## config.mk

```make
export PLATFORM = sky130hd
export DESIGN_NAME = sync_fifo_prog
export DESIGN_NICKNAME = d
export VERILOG_FILES = /design/src/rtl/sync_fifo_prog.sv
export SDC_FILE = /design/constraint.sdc
export NUM_CORES = 2
export LEC_CHECK = 0
export BUFFER_PORTS_ARGS = -buffer_cell sky130_fd_sc_hd__clkbuf_2
export CAP_MARGIN = 20
export CORE_UTILIZATION = 45
export DETAILED_ROUTE_END_ITERATION = 10
export PLACE_DENSITY_LB_ADDON = 0.12
export SKIP_CTS_REPAIR_TIMING = 1
export SYNTH_ARGS = -nofsm -noshare
export SYNTH_HDL_FRONTEND = slang
export SYNTH_SLANG_ARGS = --single-unit
```

## constraint.sdc

```tcl
create_clock -name clk -period 3.96 [get_ports clk]
set_input_delay 0.396 -clock clk [delete_from_list [all_inputs] [get_ports clk]]
set_output_delay 0.396 -clock clk [all_outputs]
set_load 0.01 [all_outputs]
```

## src/rtl/sync_fifo_prog.sv

```systemverilog
// ---------------------------------------------------------------------------
// sync_fifo_prog
//   Single-clock FIFO with registered occupancy level, programmable
//   almost-full / almost-empty thresholds and sticky overflow / underflow
//   error flags.
//
//   Configuration macro: SYNC_FIFO_FWFT_EN
//     undefined (default) : registered read. An accepted read loads data_read
//                           on the following edge, and data_valid pulses for
//                           that one cycle.
//     defined             : first-word-fall-through. data_read shows the head
//                           word whenever the FIFO is non-empty, data_valid is
//                           !rempty, and read_enable pops the displayed word.
//
//   Parameters
//     DEPTH       entry count, power of two, >= 4
//     DATA_WIDTH  word width
//     PTR_WIDTH   address width; level/thresholds are PTR_WIDTH+1 bits
//
//   Ports
//     clk                 rising-edge clock
//     rst                 synchronous active-high reset
//     write_enable        write request, data_write is the word
//     read_enable         read request
//     almost_full_thresh  almost_full  = (level >= almost_full_thresh)
//     almost_empty_thresh almost_empty = (level <= almost_empty_thresh)
//     clear_err           clears overflow / underflow
//     data_read           read data
//     data_valid          data_read holds a popped word
//     level               occupancy 0..DEPTH
//     wfull, rempty, half_full, almost_full, almost_empty  status flags
//     overflow, underflow sticky error flags
// ---------------------------------------------------------------------------
module sync_fifo_prog #(
    parameter int DEPTH      = 512,
    parameter int DATA_WIDTH = 8,
    parameter int PTR_WIDTH  = $clog2(DEPTH)
) (
    input  logic                  clk,
    input  logic                  rst,
    input  logic                  write_enable,
    input  logic [DATA_WIDTH-1:0] data_write,
    input  logic                  read_enable,
    input  logic [PTR_WIDTH:0]    almost_full_thresh,
    input  logic [PTR_WIDTH:0]    almost_empty_thresh,
    input  logic                  clear_err,
    output logic [DATA_WIDTH-1:0] data_read,
    output logic                  data_valid,
    output logic [PTR_WIDTH:0]    level,
    output logic                  wfull,
    output logic                  rempty,
    output logic                  half_full,
    output logic                  almost_full,
    output logic                  almost_empty,
    output logic                  overflow,
    output logic                  underflow
);

    localparam logic [PTR_WIDTH:0] FULL_LEVEL = (PTR_WIDTH+1)'(DEPTH);
    localparam logic [PTR_WIDTH:0] HALF_LEVEL = (PTR_WIDTH+1)'(DEPTH / 2);

    logic [DATA_WIDTH-1:0] mem [DEPTH];

    // One extra MSB on each pointer so they wrap modulo 2*DEPTH.
    logic [PTR_WIDTH:0] wptr;
    logic [PTR_WIDTH:0] rptr;

    logic wr_acc;
    logic rd_acc;

    // Flags decode straight from the registered level, no extra delay.
    always_comb begin
        wfull        = (level == FULL_LEVEL);
        rempty       = (level == '0);
        half_full    = (level >= HALF_LEVEL);
        almost_full  = (level >= almost_full_thresh);
        almost_empty = (level <= almost_empty_thresh);
    end

    // A full FIFO still accepts a read and an empty one still accepts a
    // write, so the simultaneous-request cases fall out of these terms.
    always_comb begin
        wr_acc = write_enable && !wfull;
        rd_acc = read_enable  && !rempty;
    end

    // Storage is not reset; a write in the reset cycle is dropped.
    always_ff @(posedge clk) begin
        if (!rst && wr_acc) begin
            mem[wptr[PTR_WIDTH-1:0]] <= data_write;
        end
    end

    always_ff @(posedge clk) begin
        if (rst) begin
            wptr  <= '0;
            rptr  <= '0;
            level <= '0;
        end else begin
            if (wr_acc) begin
                wptr <= wptr + 1'b1;
            end
            if (rd_acc) begin
                rptr <= rptr + 1'b1;
            end
            case ({wr_acc, rd_acc})
                2'b10:   level <= level + 1'b1;
                2'b01:   level <= level - 1'b1;
                default: level <= level;
            endcase
        end
    end

    // Sticky errors: a new error in the same cycle as clear_err wins.
    always_ff @(posedge clk) begin
        if (rst) begin
            overflow  <= 1'b0;
            underflow <= 1'b0;
        end else begin
            if (write_enable && wfull) begin
                overflow <= 1'b1;
            end else if (clear_err) begin
                overflow <= 1'b0;
            end
            if (read_enable && rempty) begin
                underflow <= 1'b1;
            end else if (clear_err) begin
                underflow <= 1'b0;
            end
        end
    end

`ifdef SYNC_FIFO_FWFT_EN
    // Head word is always on display; the zero while empty keeps the
    // output defined straight out of reset.
    always_comb begin
        data_read  = rempty ? '0 : mem[rptr[PTR_WIDTH-1:0]];
        data_valid = !rempty;
    end
`else
    // Registered read: data_read holds its value between accepted reads.
    always_ff @(posedge clk) begin
        if (rst) begin
            data_read  <= '0;
            data_valid <= 1'b0;
        end else begin
            data_valid <= rd_acc;
            if (rd_acc) begin
                data_read <= mem[rptr[PTR_WIDTH-1:0]];
            end
        end
    end
`endif

endmodule

```

# After elaboration in Yosys (flattened, before gate mapping)
# Memories as Yosys holds them, arrays and structs flattened. A register that Yosys moved wholly into a read port is not among the register bits.
# Cells that the tools add are included.
word_totals:
  regBits: 33
  latch_bits: 0
  mem_bits_rw: 4096
  mem_bits_ro: 0
  out_inout_bits: 26
  n_memories: 1
memory_table:
  columns: ["memory", "words", "width", "rd", "rd_ports_with_merged_regs", "write_ports", "line_no", "rtl"]
  rows:
  - ["mem", 512, 8, 1, 1, 1, "62", "logic [DATA_WIDTH-1:0] mem [DEPTH];"]
classes:
  add_sub_neg: 4
  n_mul: 0
  n_div: 0
  magnitude_cmp: 3
  n_eq_ne: 3
  n_shift: 0
  muxes: 6
  bitwise_logic: 0
  n_reduce_logical: 12
op_table:
  columns: ["op", "n"]
  rows:
  - ["10-bit by 1-bit adder with 10-bit output, second input constant", 3]
  - ["10-bit one-hot mux with 2 select lines", 1]
  - ["10-bit equality test, second input constant", 1]
  - ["10-bit >= comparator", 1]
  - ["10-bit by 9-bit >= comparator with 1-bit output, second input constant", 1]
  - ["10-bit less-or-equal comparator", 1]
  - ["10-bit logical NOT", 1]
  - ["10-bit by 1-bit subtractor with 10-bit output, second input constant", 1]
  - ["2-bit nonzero test", 3]
  - ["1-bit logical AND", 5]
  - ["1-bit 2-to-1 mux", 5]
  - ["1-bit logical NOT", 3]
  - ["2-bit by 1-bit equality test with 1-bit output, second input constant", 1]
  - ["2-bit equality test, second input constant", 1]

# Depth between registers and ports, before layout
logic_depth:
  depth_word: 6
  ltp_mapped: 16
  ltp_nobuf: 14

# Least setup slack after synthesis
# OpenSTA, ideal clock, no wires.
synth_path:
  path_type: "register to register"
  from: "register level[0]"
  to: "register level[9]"
  setup_ns: 0.129
  arrival_ns: 3.758
  path_slack_ns: 0.073
  path_stages_with_launch: 17
  path_buffers: 2
  period_less_slack_ns: 3.887
  cell_sequence: "dfxtp_1 nor4_1 nand2_1 nor3b_1 nand2b_1 clkbuf_1 clkbuf_1 ha_1 ha_1 a21o_1 a21oi_1 o21bai_1 a21oi_1 o21bai_1 a41oi_1 or3_1 nand4_1"
synth_between:
  elab_chain_cells: 5
synth_lines:
  columns: ["item", "line_no", "rtl"]
  rows:
  - ["from (decl)", "49", "output logic [PTR_WIDTH:0] level,"]
  - ["from (signal assigned)", "107", "2'b10: level <= level + 1'b1;"]
  - ["from (signal assigned)", "108", "2'b01: level <= level - 1'b1;"]
  - ["from (signal assigned)", "109", "default: level <= level;"]
  - ["10-bit equality test *", "73", "wfull = (level == FULL_LEVEL);"]
  - ["named net wfull", "50", "output logic wfull,"]
  - ["1-bit logical NOT *", "83", "wr_acc = write_enable && !wfull;"]
  - ["1-bit logical AND *", "83", null]
  - ["2-bit by 1-bit equality test with 1-bit output / 2-bit equality test (equally long branches)", "106", "case ({wr_acc, rd_acc})"]
  - ["10-bit one-hot mux with 2 select lines / 2-bit nonzero test (equally long branches)", null, null]
# The timed path passes the listed nets; every way through them passes the cells marked *.
# A chain may end at the register's enable or synchronous reset.

==> metrics.txt <==
outcome finished with violations; failing checks negative hold slack; Cells after DPL roughly 13k; R2R depth 10; DR WL/cell about 34 um; fraction of layout cells with a size suffix above 1 0.289; Total Wirelength approximately 500 mm; worst-skew pair later-pin latency a little under 1000 ps; synth top area cells edfxtp_1, mux4_2, mux2i_1; final hold vios 1; largest net degree at the start of global routing 116; gpl congestion 0.864; #FFs+latches synth between 4k and 5k; Yosys warnings 0; worst rel slew slack 0.172; clock root buffer master clkbuf_16; post-synth cell types between 80 and 90; Via density 6.04; Nets 9215; Post-Synthesis Cells 8008; Hold Crit Start data_write[2]; Worst Path Required between 4000 and 5000 ps; startpoint types flip-flop; Leak Pwr 60.8 nW; htree depth 5; Layout Cells excl Fill between 10k and 15k; via count 86.3k; TritonCTS Sinks ~4.1k; Ports just under 60; Crit. End Element flip-flop; maximum clock path buffer count 4; Cell Pwr Density about 560 nW/um^2; TritonCTS Buffers 431; Die H 603 um; Min-Delay Path Depth 1; GR Overflow Total 0; drt pass-1 iters 5; first-pass GRT wire length approximately 680 mm; WP buf/inv 4; Core Rows between 200 and 250; Die X between 600 and 700 um; critical path depth in cells 10; synthesized area around 160000 sq um; Fmax achieved 0.254 GHz; Mapped Nets between 8k and 9k; Post-DRT Antenna Nets 0; Max VDD drop ~0.42 mV; post-synthesis sequential area ratio 0.761; 1st-iter DRT viols roughly 11k; share of the synthesized area in the top cell type 0.756; predominant post-synthesis flop cell edfxtp_1; worst-path fanout max 29; Critical path origin rptr[0]; Crit-path slowest cell o211ai_1; Clock Skew between 50 and 60 ps; Initial Util 0.453; DR DRC count 0; vias in the first global route between 80k and 90k; post-DP HPWL 312 mm; Top delay family on crit path compound AO/OA/AOI/OAI gates; critical-path cell list buf_12 > buf_4 > buf_12 > buf_4 > mux4_2 > mux4_2 > a21oi_1 > o21ai_0 > o211ai_1 > a2111oi_1; post-synthesis async set-or-reset flop share 0; RSZ-0062 raised after global routing false; largest area contributor in the netlist edfxtp_1; Hold Slack -5.47 ps; antenna violations before repair 22; area delta synth->final 17.1%; commonest non-fill, non-tap cell in the layout edfxtp_1; Die Area ~360000 sq um; worst path arrival time between 4000 and 5000 ps; CTS tree built; Syn Area/Cell 20.3 sq um; number of flops mapped to enable cells by yosys ~4.1k; Max Cap Viol 0; final period utilization 0.992; Hold WC Path Type primary input to flip-flop; max incr delay on CP approximately 610 ps; minimum clock period approximately 4000 ps; critical path class flip-flop to flip-flop; Final setup viols 0; GRT Total Usage 0.267; Core ar. ~360000 sq um; Worst-path clk slew ~60 ps; reg2reg start rptr[0]; worst slew pin tran approximately 1200 ps; port bufs 58; most frequent cells in the layout edfxtp_1, buf_4, mux4_2, nor2_1, mux2i_1; Final Max Tran Viols 0; Final Core Density 0.530
-- logic make-up after synthesis --
| family | count (synthesis) | share of synthesized area |
|---|---|---|
| compound gates | 809 | 0.0350 |
| mux | 1391 | 0.151 |
| fa+ha+maj | 35 | 0.00274 |
| xor+xnor | 21 | 0.00113 |
| buf+inv | 546 | 0.0213 |
| flops | 4135 | 0.761 |
| simple gates | 1071 | 0.0279 |
-- per-layer routing --
layer,global-route usage,wire [um],vias to the layer above
met5,0,103,-
li1,-,-,35500
met2,0.431,234000,3764
met3,0.0435,38300,671
met4,0.0827,16900,16
met1,0.376,199000,46400
-- per-stage QoR --
step	instance area, sq um	power (mW)	hold slack [ps]	setup slack, ps	TNS (ps)
6_report	190000	107	-5.47	30.2	0
5_1_grt	190000	110	-0.388	40.1	0
4_1_cts	190000	108	-390	-281	-1650
3_5_place_dp	176000	67.5	523	-253	-1490
3_3_place_gp	176000	67.4	497	-316	-1580
2_1_floorplan	163000	60.8	482	73.0	0
-- where the power goes --
part / internal (mW) / switching, mW / total [mW]
sequential: 48.2 / 0.197 / 48.4
clock: 23.3 / 17.1 / 40.4
combinational: 7.98 / 10.2 / 18.2
-- cell usage after synthesis (all sizes together) (9+ instances only) --
cell type     n
or3          10
ha           34
nor4         28
o221ai       93
nand4        13
buf         279
nor2b        20
a221oi       84
and2         12
o22ai        92
edfxtp     4096
nand2       211
a211oi       35
a21o         10
a22oi        80
clkbuf      225
mux4        840
dfxtp        39
o211ai       20
nand2b       15
a211o         9
o31ai        10
a221o        16
inv          38
nand3        58
a31oi        33
mux2         27
nor3         40
xnor2        13
nor2        629
o21ai        98
mux2i       524
a21oi       150
a2111oi       9
-- path summary, 6_finish.rpt --
path              slack [ps]            to
setup reg to reg          30  data_read[3]
hold / removal            -5   mem[149][2]
hold reg to reg          530       wptr[1]
setup / recovery          30  data_read[3]
-- sequential cells by signal, indices dropped and copies added, names as in the netlist --
name and count:
mem 4096, level 10, wptr 9, underflow 1, overflow 1, data_valid 1
data_read 8, rptr 9
-- layout make-up --
type,instances,area [sq um]
well taps,4773,5970
diodes,5,12.5
clock inverters,279,2770
inverters,40,168
flip-flops and latches,4135,124000
repair buffers,1212,10600
clock buffers,526,11300
multi-input cells,3327,35700
fillers,28200,169000
-- worst register-to-register path, stage by stage (launching register included) --
cell       delay, ps
dfxtp_4          440
buf_12           170
buf_4            160
buf_12           240
buf_4            230
mux4_2           510
mux4_2           530
a21oi_1          380
o21ai_0          350
o211ai_1         620
a2111oi_1        190
Power figures use the tool's default switching activity.
